[src/rtl/demux_dist.sv]
// ============================================================================
// Module      : demux_dist
// Description : 1-to-N lane demultiplexer; each lane holds one word until acked.
// Revision    : 1.0 - initial release
// ============================================================================
`default_nettype none

module demux_dist #(
  parameter int WIDTH = 2,
  parameter int SEL_W = 5
) (
  input  logic                           clk,
  input  logic                           rst,
  input  logic [SEL_W-1:0]               sel,
  input  logic [WIDTH-1:0]               in_data,
  input  logic                           in_valid,
  output logic                           in_ready,
  output logic [(2**SEL_W)*WIDTH-1:0]    out_data,
  output logic [(2**SEL_W)-1:0]          out_valid,
  input  logic [(2**SEL_W)-1:0]          out_ack,
  output logic [SEL_W:0]                 occ,
  output logic [7:0]                     xfer_cnt
);

  localparam int N = 2**SEL_W;

  logic           accept;
  logic [N-1:0]   load;
  logic [SEL_W:0] occ_inc;
  logic [SEL_W:0] occ_dec;

  // A full lane being acked this cycle is free to take the new word.
  assign in_ready = ~out_valid[sel] | out_ack[sel];
  assign accept   = in_valid & in_ready;

  always_comb begin
    load = '0;
    if (accept) load[sel] = 1'b1;
  end

  // Occupancy delta: a reload of an acked lane is net zero, so it is
  // excluded from both the increment and the decrement.
  assign occ_inc = (SEL_W+1)'(accept & ~out_valid[sel]);

  always_comb begin
    occ_dec = '0;
    for (int k = 0; k < N; k++) begin
      occ_dec = occ_dec + (SEL_W+1)'(out_valid[k] & out_ack[k] & ~load[k]);
    end
  end

  always_ff @(posedge clk or posedge rst) begin
    if (rst) begin
      out_valid <= '0;
      occ       <= '0;
      xfer_cnt  <= '0;
    end else begin
      out_valid <= (out_valid & ~out_ack) | load;
      occ       <= occ + occ_inc - occ_dec;
      xfer_cnt  <= xfer_cnt + 8'(accept);
    end
  end

  always_ff @(posedge clk or posedge rst) begin
    if (rst) begin
      out_data <= '0;
    end else begin
      for (int k = 0; k < N; k++) begin
        if (load[k]) out_data[k*WIDTH +: WIDTH] <= in_data;
      end
    end
  end

endmodule

`default_nettype wire

[config.mk]
export PLATFORM = sky130hd
export DESIGN_NAME = demux_dist
export DESIGN_NICKNAME = d
export VERILOG_FILES = /design/src/rtl/demux_dist.sv
export SDC_FILE = /design/constraint.sdc
export NUM_CORES = 1
export LEC_CHECK = 0
export CAP_MARGIN = 20
export CORE_MARGIN = 2
export CORE_UTILIZATION = 30
export DETAILED_ROUTE_END_ITERATION = 8
export PLACE_DENSITY = 0.58
export SKIP_LAST_GASP = 1
export SYNTH_ARGS = -nofsm -noshare
export SYNTH_HDL_FRONTEND = slang
export SYNTH_SLANG_ARGS = --single-unit
[constraint.sdc]
create_clock -name clk -period 6.5 [get_ports clk]
set_input_delay 1.3 -clock clk [delete_from_list [all_inputs] [get_ports clk]]
set_output_delay 1.3 -clock clk [all_outputs]
set_load 0.02 [all_outputs]
# Word-level counts from Yosys, hierarchy flattened
# Index checks and enable logic that the tools add are counted.
[word_totals]
wordCells = 183
register_bits = 110
input_bits = 42
[op_classes]
order_cmp = 2
bitwise_logic = 104
muxes = 7
reduce_logical = 1
addsub = 34
[ops]
columns = ["operator", "n"]
rows = [
  ["bitwise AND 1 x 6 -> 6 bit", 33],
  ["NOT 1 -> 6 bit", 33],
  ["adder 6 bit", 32],
  ["bitwise AND 1 bit", 33],
  ["bitwise AND 32 bit", 1],
  ["two-way mux 32 bit", 1],
  ["NOT 32 bit", 1],
  ["OR 32 bit", 1],
  ["binary-select mux 1 bit (select 5 bit)", 2],
  ["adder 8 x 1 -> 8 bit", 1],
  ["< comparator 5 x 6 -> 1 bit (second input constant)", 1],
  ["subtractor 6 bit", 1],
  ["demux 1 bit (select 5 bit)", 1],
  ["greater-or-equal comparator 5 x 1 -> 1 bit (second input constant)", 1],
  ["two-way mux 1 bit", 3],
  ["logical AND 1 bit", 1],
  ["NOT 1 bit", 1],
  ["OR 1 bit", 1],
]

# Depth between registers and ports, before layout
[depth]
depth_word = 40
mapped_depth = 29

# Worst setup path after synthesis
# OpenSTA, ideal clock, no wires.
[synth_timing]
path_type = "input to register"
from = "input port sel[0]"
to = "register occ[5]"
setup_time_ns = 0.124
required_time_ns = 6.376
path_buffers = 3
t_arrival_ns = 7.412
path_slack_ns = -1.036
stages = 24
cell_sequence = "buf_4 mux4_2 nor2b_1 a221oi_1 and3_1 buf_2 buf_4 o21ai_2 and3_1 fa_1 inv_1 ha_1 fa_1 inv_1 fa_1 inv_1 fa_1 fa_1 fa_1 fa_1 ha_1 a21o_1 a21oi_1 xnor2_1"
[synth_via]
elab_chain_len = 40
elab_cells_between_ends = 112
cone_classes = "add/sub (33); order compare (2); mux (7); bitwise (69); reduce/logical (1)"
[synth_lines]
columns = ["item", "line", "source"]
rows = [
  ["from (decl)", "14", "input logic [SEL_W-1:0] sel,"],
  ["binary-select mux 1 bit (select 5 bit)", "33, 43", ""],
  ["two-way mux 1 bit (implied by the code)", "33, 43", ""],
  ["NOT 1 bit", "33", "assign in_ready = ~out_valid[sel] | out_ack[sel];"],
  ["OR 1 bit", "33", ""],
  ["bitwise AND 1 bit", "34", "assign accept = in_valid & in_ready;"],
  ["two-way mux 32 bit", "38", "if (accept) load[sel] = 1'b1;"],
  ["NOT 1 -> 6 bit", "48", "occ_dec = occ_dec + (SEL_W+1)'(out_valid[k] & out_ack[k] & ~load[k]);"],
  ["bitwise AND 1 x 6 -> 6 bit", "48", ""],
  ["adder 6 bit (31 in series)", "48", ""],
  ["subtractor 6 bit *", "59", "occ <= occ + occ_inc - occ_dec;"],
  ["to (signal assigned)", "59", ""],
  ["to (decl)", "21", "output logic [SEL_W:0] occ,"],
]
# Every way passes the cells marked *; elsewhere a longest branch is shown, timed or not. The select of a mux whose other input is x is not followed.
# A chain may end at the register's enable or synchronous reset.

# Final worst setup path
[layout_timing]
from = "input port sel[3]"
to = "register occ[3]"
# Same word-level chain as after synthesis.

==> impl_metrics.tcl <==
set metrics [dict create \
    track_usage_pct 18.21 \
    drt_pass1_iterations 4 \
    hold_viol 0 \
    hold_start "xfer_cnt[7]" \
    synth_simple_gate_area_share_pct 7.212 \
    utilization_pct 48.43 \
    violations "setup timing" \
    drtIter0Drc 217 \
    die_y_um 150.5 \
    synth_area_mm2 0.006436 \
    drcViolationCount 0 \
    syn_avg_cell_area_um2 11.33 \
    ctsHtreeMaxLevel 3 \
    dr_total_vias 5152 \
    yosys-top-cells-area "dfrtp_1 43%, mux2_1 10%, fa_1 9.0%" \
    synth.distinct_cells 36 \
    path_clk_slew_ps 80 \
    antenna_found_initial 0 \
    critPathMaxFanout 9 \
    grt_first_pass_wirelength_um 31260 \
    yosysSeqAreaShare_pct 42.77 \
    skew_ps 13.69 \
    cts.sinks 110 \
    rsz0062_at_grt "yes" \
    instances_no_fill 1125 \
    ys_warn_count 0 \
    maxSlewHeadroom_pct 50.64 \
    dieArea_mm2 0.02264 \
    final_cell_mix "120 x buf_4, 115 x clkdlybuf4s50_1, 110 x dfrtp_1" \
    drive_above_1_share_pct 33.41 \
    die_x_um 150.5 \
    worstMarginPinSlew_ps 740.4 \
    mostFrequentLayoutCell "buf_4" \
    initial_utilization_pct 30.62 \
    synth_top_family_by_area "multiplexers" \
    slowest_delay_ps 570 \
    r2r_start "out_valid[27]" \
    cts_hold_buffers 0 \
    final.setup.tns_ps -1544 \
    cts_tree "done" \
    io_pins 153 \
    maxSlewViolCount 0 \
    dpl_cell_area_mm2 0.009145 \
    synth-xor-area-share_pct 1.497 \
    drv_cap 0 \
    vdd_drop_max_v 0.0001498 \
    yosys.area.top_type "dfrtp_1" \
    finalCriticalPeriod_ps 7045 \
    setup_viol 3 \
    synth_top_area_share_pct 42.77 \
    grt_pass1_vias 5626 \
    power.leakage_nw 4.544 \
    ys_ff_latch 110 \
    finalWirelength_um 20200 \
    root_buffer "clkbuf_16" \
    vias_per_cell 4.580 \
    worstSetupEndpointType "register" \
    finalCritPeriodShare_pct 108.4 \
    port_buffers 152 \
    cts_buffers 9 \
    slowest_stage "fa_2" \
    fillerInstances 1903 \
    min_path_type "reg2reg" \
    worstPathRequired_ps 6760 \
    worst_slack_ps -545.1 \
    antenna_left 0 \
    clkLatencyLatePin_ps 370 \
    overflow 0 \
    p_per_area_mw_per_mm2 270.5 \
    outcome "finished with violations" \
    post-dp-hpwl_um 15830 \
    grt_max_degree 61 \
    criticalPathCategory "in2reg" \
    syn_inst 568 \
    fmax_mhz 141.9 \
    syn_to_final_growth_pct 58.17 \
    wl_per_cell_um 17.96 \
    synth_fa_ha_area_share_pct 15.44 \
    critPathArrivalTime_ps 7310 \
    synth_mux_area_share_pct 16.60 \
    design_area_mm2 0.01018 \
    critPathLaunchType "input port" \
    place.gp.congestion 0.9203 \
    num_antenna_cells 0 \
    cp-startpoint "sel[3]" \
    clockBufferDepth 2 \
    syn_nets 672 \
    holdWs_ps 482.5 \
    nNetsFinal 949 \
    synth-compound-area-share_pct 8.826 \
    post-place-cells 1071 \
    rows 53 \
    coreArea_mm2 0.02102 \
]
## stage by stage
stage,worst slack (ps),power [W]
2_1_floorplan,-559.1,0.001665
3_3_place_gp,-1181,0.002113
3_5_place_dp,-1271,0.002135
4_1_cts,-656.5,0.002736
5_1_grt,-708.6,0.002951
6_report,-545.1,0.002753
## area by class of cell
cell class	count	area [µm²]	area share [%]
clock buffer	9	225.2	2.212
clock inverter	7	58.81	0.5777
inverter	95	359.1	3.528
multi-input combinational	341	3777	37.11
sequential	110	2753	27.04
tap	275	344.1	3.380
timing repair buffer	288	2663	26.16
## cell families after synthesis
kind of cell / after synthesis
simple gates: 88
fa+ha+maj: 62
xor+xnor: 11
compound gates: 85
buf+inv: 117
flops: 110
mux: 95
## state kept, by name, summed over array words and instances (netlist names)
register / count
xfer_cnt: 8
occ: 6
out_valid: 32
out_data: 64
## report_power, final
| group | switching (W) | leakage, nW | internal [W] |
|---|---|---|---|
| Clock | 0.000278 | 0.131 | 0.000266 |
| Sequential | 0.0000833 | 1.46 | 0.000813 |
| Combinational | 0.000650 | 2.95 | 0.000663 |
| Total | 0.00101 | 4.54 | 0.00174 |
## final timing paths
path                                     end  slack (ps)  cells past startpoint
worst max-delay path                  occ[3]        -550                     28
worst min-delay path             xfer_cnt[7]         480                      1
worst max register to register        occ[3]         210                     24
worst min register to register   xfer_cnt[7]         480                      1
max in group asynchronous       out_data[61]        3930                      3
min in group asynchronous       out_data[27]        1380                      2
## routing by layer
layer	vias to the layer above	part of all wire, %	global-route usage [%]
met4	0	1.1	4.717
met3	10	4.1	3.879
met1	2572	44	23.53
li1	2466	-	-
met2	104	50	31.00
met5	-	0	0
## what timing repair did
| item | 4_1_cts | 5_1_grt |
|---|---|---|
| setup endpoints to repair | 5 | 4 |
| gates cloned | 1 | 0 |
| resized for setup | 100 | 45 |
| setup buffers | 19 | 18 |
| pin swaps | 35 | 32 |
| endpoints found under the hold margin | 0 | 0 |
## critical path: cells and delay by family
kind | cells | cell delay (ps)
adder cells (fa/ha/maj) | 9 | 3700
AO/OA/AOI/OAI | 3 | 390
buffers and inverters | 13 | 1160
AND/OR/NAND/NOR | 3 | 780
## cell usage after synthesis (all sizes together)
library cell,count
a21oi,1
nand2,2
buf,11
o21ai,68
nor2b,2
ha,33
or3b,3
mux2,64
o22ai,10
o211ai,2
fa,29
inv,95
dfrtp,110
or3,1
and4,1
mux2i,29
nand4,1
and3,18
a21o,1
clkbuf,11
a221oi,1
o221ai,2
and2,1
mux4,2
nor4,2
xor2,3
nand3b,3
nand3,22
nor2,32
xnor2,8
Power figures use the tool's default switching activity.
